File: src/rtl/ce_divider_multi.sv
`timescale 1ns/1ps
// ce_divider_multi
// Multi-channel clock-enable generator. Every channel produces a single-cycle
// CE strobe every div_eff = max(div, 1) enabled clock edges, either
// periodically or once (one-shot). All consumers stay on CLK and qualify with
// the strobe instead of using derived clocks.
//
// Parameters:
//   CLK_HZ      system clock frequency (documentation only)
//   N_CH        number of channels (1..16)
//   DIV_W       width of divide-ratio registers and counters
//   DEFAULT_DIV divide ratio of every channel after RST
//   SEL_W       width of DIV_SEL, 2^SEL_W >= N_CH
//
// Ports:
//   CLK       system clock, rising edge
//   RST       asynchronous active-high reset
//   EN        global count enable; low = counters hold, no strobes
//   CLR       synchronous restart of all channels (div/mode kept)
//   DIV_LD    one-cycle load strobe for DIV_VAL/MODE_VAL into channel DIV_SEL
//   DIV_SEL   target channel of a load; values >= N_CH are ignored
//   DIV_VAL   new divide ratio
//   MODE_VAL  new mode: 0 = periodic, 1 = one-shot
//   CE_OUT    per-channel single-cycle enable strobe (registered)
//   DONE      per-channel one-shot completed flag (registered)
module ce_divider_multi #(
    parameter int CLK_HZ      = 40_000_000,
    parameter int N_CH        = 4,
    parameter int DIV_W       = 26,
    parameter int DEFAULT_DIV = 40_000_000,
    parameter int SEL_W       = 2
) (
    input  logic             CLK,
    input  logic             RST,
    input  logic             EN,
    input  logic             CLR,
    input  logic             DIV_LD,
    input  logic [SEL_W-1:0] DIV_SEL,
    input  logic [DIV_W-1:0] DIV_VAL,
    input  logic             MODE_VAL,
    output logic [N_CH-1:0]  CE_OUT,
    output logic [N_CH-1:0]  DONE
);

    localparam logic [DIV_W-1:0] DIV_ZERO    = {DIV_W{1'b0}};
    localparam logic [DIV_W-1:0] DIV_ONE     = {{(DIV_W-1){1'b0}}, 1'b1};
    localparam logic [DIV_W-1:0] DIV_DEFAULT = DIV_W'(DEFAULT_DIV);
    localparam logic [SEL_W:0]   N_CH_EXT    = (SEL_W+1)'(N_CH);
    localparam logic [N_CH-1:0]  CH_ZERO     = {N_CH{1'b0}};
    localparam logic [N_CH-1:0]  CH_ONES     = {N_CH{1'b1}};

    // An illegal configuration never accepts a load, so a mis-sized
    // DIV_SEL cannot corrupt a channel that does not exist.
    localparam bit PARAMS_OK = (N_CH >= 1) && (N_CH <= 16) &&
                               ((1 << SEL_W) >= N_CH) && (CLK_HZ > 0);

    // Per-channel state
    logic [DIV_W-1:0] cnt_r      [N_CH];
    logic [DIV_W-1:0] div_r      [N_CH];
    logic [N_CH-1:0]  mode_r;
    logic [N_CH-1:0]  armed_r;
    logic [N_CH-1:0]  ce_r;
    logic [N_CH-1:0]  done_r;

    // Next-state values
    logic [DIV_W-1:0] cnt_nxt_s  [N_CH];
    logic [DIV_W-1:0] div_nxt_s  [N_CH];
    logic [DIV_W-1:0] term_s     [N_CH];
    logic [N_CH-1:0]  mode_nxt_s;
    logic [N_CH-1:0]  armed_nxt_s;
    logic [N_CH-1:0]  ce_nxt_s;
    logic [N_CH-1:0]  done_nxt_s;

    logic             ld_valid_s;
    logic [SEL_W:0]   sel_ext_s;

    // Load qualification: the select is widened by one bit so it can be
    // compared against N_CH even when N_CH == 2^SEL_W.
    always_comb begin
        sel_ext_s  = {1'b0, DIV_SEL};
        ld_valid_s = DIV_LD && PARAMS_OK && (sel_ext_s < N_CH_EXT);
    end

    // Terminal count per channel: ratios 0 and 1 both terminate at 0,
    // which yields a strobe on every enabled edge.
    always_comb begin
        for (int i = 0; i < N_CH; i++) begin
            if (div_r[i] > DIV_ONE) begin
                term_s[i] = div_r[i] - DIV_ONE;
            end else begin
                term_s[i] = DIV_ZERO;
            end
        end
    end

    // Channel next-state: CLR > load of this channel > counting > hold.
    always_comb begin
        cnt_nxt_s   = cnt_r;
        div_nxt_s   = div_r;
        mode_nxt_s  = mode_r;
        armed_nxt_s = armed_r;
        ce_nxt_s    = CH_ZERO;
        done_nxt_s  = done_r;
        for (int i = 0; i < N_CH; i++) begin
            if (CLR) begin
                cnt_nxt_s[i]   = DIV_ZERO;
                armed_nxt_s[i] = 1'b1;
                done_nxt_s[i]  = 1'b0;
            end else if (ld_valid_s && (sel_ext_s == (SEL_W+1)'(i))) begin
                div_nxt_s[i]   = DIV_VAL;
                mode_nxt_s[i]  = MODE_VAL;
                cnt_nxt_s[i]   = DIV_ZERO;
                armed_nxt_s[i] = 1'b1;
                done_nxt_s[i]  = 1'b0;
            end else if (EN) begin
                if (armed_r[i]) begin
                    if (cnt_r[i] >= term_s[i]) begin
                        // '>=' also folds any out-of-range count back to 0.
                        cnt_nxt_s[i] = DIV_ZERO;
                        ce_nxt_s[i]  = 1'b1;
                        if (mode_r[i]) begin
                            armed_nxt_s[i] = 1'b0;
                            done_nxt_s[i]  = 1'b1;
                        end else begin
                            armed_nxt_s[i] = 1'b1;
                        end
                    end else begin
                        cnt_nxt_s[i] = cnt_r[i] + DIV_ONE;
                    end
                end else begin
                    // Finished one-shot parks at zero until reloaded.
                    cnt_nxt_s[i] = DIV_ZERO;
                end
            end else begin
                cnt_nxt_s[i] = cnt_r[i];
            end
        end
    end

    // State and output registers with asynchronous reset.
    always_ff @(posedge CLK or posedge RST) begin
        if (RST) begin
            for (int i = 0; i < N_CH; i++) begin
                cnt_r[i] <= DIV_ZERO;
                div_r[i] <= DIV_DEFAULT;
            end
            mode_r  <= CH_ZERO;
            armed_r <= CH_ONES;
            ce_r    <= CH_ZERO;
            done_r  <= CH_ZERO;
        end else begin
            cnt_r   <= cnt_nxt_s;
            div_r   <= div_nxt_s;
            mode_r  <= mode_nxt_s;
            armed_r <= armed_nxt_s;
            ce_r    <= ce_nxt_s;
            done_r  <= done_nxt_s;
        end
    end

    assign CE_OUT = ce_r;
    assign DONE   = done_r;

endmodule

File: config.mk
export PLATFORM = sky130hd
export DESIGN_NAME = ce_divider_multi
export DESIGN_NICKNAME = d
export VERILOG_FILES = /design/src/rtl/ce_divider_multi.sv
export SDC_FILE = /design/constraint.sdc
export NUM_CORES = 1
export LEC_CHECK = 0
export ABC_AREA = 1
export CELL_PAD_IN_SITES_DETAIL_PLACEMENT = 2
export CELL_PAD_IN_SITES_GLOBAL_PLACEMENT = 2
export CORE_MARGIN = 2
export CORE_UTILIZATION = 41
export CTS_BUF_LIST = sky130_fd_sc_hd__clkbuf_8
export DETAILED_ROUTE_END_ITERATION = 6
export PLACE_DENSITY_LB_ADDON = 0.25
export SYNTH_ARGS = -nofsm -noshare
export SYNTH_HDL_FRONTEND = slang
export SYNTH_SLANG_ARGS = --single-unit
File: constraint.sdc
create_clock -name CLK -period 15.9 [get_ports CLK]
set_input_delay 2.385 -clock CLK [delete_from_list [all_inputs] [get_ports CLK]]
set_output_delay 2.385 -clock CLK [all_outputs]
set_load 0.005 [all_outputs]
==> results.md <==
* Pre-Repair DR Iteration Count at 5
* Primary FF master, synth: sky130_fd_sc_hd__dfrtp_1
* Maximum clock insertion buffer count at 3
* Number of design-rule violations left by the first detailed-router iteration at 900
* Post-synthesis cell count at 2357
* EDFF count, synth at 0
* Dominant cells by area after synthesis: sky130_fd_sc_hd__dfrtp_1 28%, sky130_fd_sc_hd__nand2_1 15%, sky130_fd_sc_hd__ha_1 8.7%
* Number of top-level pins at 42
* Layout Skew at 0.0229 ns
* Die span in x at 205 um
* Root cell of the clock tree: sky130_fd_sc_hd__clkbuf_8
* Clock Sink Count at 224
* Number of max-capacitance violations reported at 0
* CP Max Fanout at 13
* Initial cell density of the core at 41.7%
* Portion of synthesized cell area occupied by the leading cell type at 28.3%
* Number of global-route vias before repair at 19.6k
* Number of placed instances, taps included at 2881
* Maximum clock frequency at 207 MHz
* Post-synth top area cell: sky130_fd_sc_hd__dfrtp_1
* CTS clock-pin slew for the worst setup and hold paths at 0.06 ns
* Netlist area before placement at 16600 sq um
* Cts hold-fix bufs at 0
* Worst relative slew slack at 27.5%
* Nature of the critical path endpoint: register
* Status: completed
* Most frequent cells after synthesis: 645 x sky130_fd_sc_hd__nand2_1, 270 x sky130_fd_sc_hd__nor2_1, 237 x sky130_fd_sc_hd__inv_1
* Gr ovfl total at 0
* Vias at 17.0k
* H-tree depth at 2
* Transition at the pin with the smallest max-transition slack at 1.09 ns
* Worst hold path type: register to register
* Post-layout instance count excluding filler cells at 2966
* # resized after CTS at 0
* Die span in y at 205 um
* First-pass GRT wire length at 111000 um
* Source of the worst hold timing path: armed_r[0]$_DFFE_PP1N_
* Aggregate negative setup slack at 0 ns
* Filler cell count at 4640
* Aggregate global-route resource usage at 33.8%
* Arrival time at the worst endpoint at 5.38 ns
* Wire length per cell after detailed routing at 23.4 um
* Post-CTS setup repair buffer count at 0
* Leak Pwr at 8.94 nW
* Post-DR vias/cell at 5.74
* Layout cell share with drive strength beyond 1 at 9.76%
* End-of-flow core utilization at 46.7%
* Layout overhead on the synthesized area at 11.9%
* Worst-skew pair later-pin latency at 0.65 ns
* Total Power at 0.00198 W
* Core Rows at 73
* RSZ-0062 raised after global routing: no
* Launching element type of the critical path: input port
* Post-route DRC at 0
* Total number of yosys warnings at 0
* Net count, final at 2553
* Number of buffers added by the clock tree synthesis step at 45
* Final number of max-transition violations at 0
* Power density normalized to cell area at 106 nW/um^2
* Clock tree from TritonCTS: yes
* WS Path Type: input port to register
* Critical path required time at 16.44 ns
* Worst VDD drop at 0.0000759 V
* Average instance area after synthesis at 7.05 sq um
* R2R Path Start: div_r[52]$_DFFE_PP0P_
* Launching element of the worst setup path: CLR
* Pin count of the biggest net entering global routing at 92
* Antenna-violating nets left at 0
* Syn Nets at 2507
* Tcrit/Tclk final at 30.4%
* Placer Congestion at 0.817
* Min Clock Period, post-route at 4.84 ns
* Top-count cell post-synth: sky130_fd_sc_hd__nand2_1
* Final setup violating endpoints at 0
* Async SR Flop Fraction at 100%
* Register area share after synthesis at 34.0%
* Post-synthesis sequential element count at 224
* Dpl hpwl at 46200 um
* Netlist cell types at 48
* Final routed wirelength across all metal layers at 69500 um
* Final Hold Vio Count at 0
* Port Buffers at 41
* Die area at 42200 sq um
* Core box area at 39800 sq um
* Number of antenna violations at the first check in global routing at 5
cells by family after synthesis:
| group | share of synthesized area (%) |
|---|---|
| compound gates | 9.93 |
| xor+xnor | 4.38 |
| fa+ha+maj | 8.74 |
| buf+inv | 7.29 |
| flops | 34.0 |
| simple gates | 35.7 |
power breakdown:
group          internal, W  switching, W  total [W]  leakage, nW
logic             0.000169      0.000327   0.000495         5.46
registers         0.000636     0.0000932   0.000729         2.89
clock network     0.000431      0.000320   0.000752        0.585
total              0.00124      0.000740    0.00198         8.94
registers in the layout, summed over array words and instances, names as in the netlist:
signal and cells:
CE_OUT 4, cnt_r 104, DONE 4, mode_r 4, div_r 104, armed_r 4
worst max-delay path: stages:
cell and delay [ns]:
sky130_fd_sc_hd__clkdlybuf4s50_1 0.62, sky130_fd_sc_hd__clkinv_1 0.28, sky130_fd_sc_hd__nand2_1 0.15, sky130_fd_sc_hd__inv_1 0.13, sky130_fd_sc_hd__nand2_1 0.10, sky130_fd_sc_hd__nor2_1 0.68, sky130_fd_sc_hd__inv_1 0.46, sky130_fd_sc_hd__a21oi_1 0.30
sky130_fd_sc_hd__nand3_1 0.14, sky130_fd_sc_hd__o21ai_0 0.12
layout make-up:
type                    instances  area [sq um]  share of cell area [%]
inverters                     251           957                    5.15
repair buffers                 50           478                    2.57
clock inverters                24           272                    1.46
flip-flops and latches        224          5650                    30.4
well taps                     525           657                    3.53
diodes                          2          5.00                  0.0269
clock buffers                  59           812                    4.37
multi-input cells            1831          9750                    52.5
metal layers:
layer | part of all wire, % | global-route usage, %
met5 | 0.037 | 0
met1 | 41 | 39.9
met3 | 3.6 | 4.83
met4 | 4.8 | 16.4
met2 | 50 | 60.0
through the flow:
step	setup slack [ns]	instance area, sq um	hold WS (ns)
finish	11.06	18600	0.481
global route	10.98	18600	0.505
CTS	11.21	18600	0.482
detailed placement	10.75	17500	0.469
global placement	10.99	17500	0.457
floorplan	7.44	16600	0.449
final timing paths:
kind                                               end  slack (ns)  depth (start not counted)
worst max-delay path             cnt_r[20]$_DFFE_PP0N_       11.06                         10
worst min-delay path            armed_r[0]$_DFFE_PP1N_        0.48                          2
worst max register to register   cnt_r[76]$_DFFE_PP0N_       11.48                         19
worst min register to register  armed_r[0]$_DFFE_PP1N_        0.48                          2
max in group asynchronous          CE_OUT[0]$_DFF_PP0_       11.98                          3
min in group asynchronous        cnt_r[39]$_DFFE_PP0N_        2.26                          2
cell usage in the layout (no fill, tap or decap), types with 7 or more instances in the layout:
master	instances
sky130_fd_sc_hd__xor2_1	64
sky130_fd_sc_hd__buf_4	9
sky130_fd_sc_hd__a21oi_1	88
sky130_fd_sc_hd__nor2_1	270
sky130_fd_sc_hd__o21bai_1	7
sky130_fd_sc_hd__or2_2	31
sky130_fd_sc_hd__nor3_1	48
sky130_fd_sc_hd__nand3_1	176
sky130_fd_sc_hd__or2_1	11
sky130_fd_sc_hd__dfrtp_1	188
sky130_fd_sc_hd__nor2_2	25
sky130_fd_sc_hd__a21o_1	9
sky130_fd_sc_hd__dfstp_2	36
sky130_fd_sc_hd__inv_2	10
sky130_fd_sc_hd__ha_1	116
sky130_fd_sc_hd__o21ai_0	166
sky130_fd_sc_hd__clkbuf_8	59
sky130_fd_sc_hd__clkdlybuf4s50_1	41
sky130_fd_sc_hd__nand4_1	47
sky130_fd_sc_hd__nand2_2	11
sky130_fd_sc_hd__nor4_1	8
sky130_fd_sc_hd__nand2_1	645
sky130_fd_sc_hd__o211ai_1	16
sky130_fd_sc_hd__inv_1	245
sky130_fd_sc_hd__nor2_4	9
sky130_fd_sc_hd__nand3_2	12
sky130_fd_sc_hd__xnor2_1	19
Power figures use the tool's default switching activity.
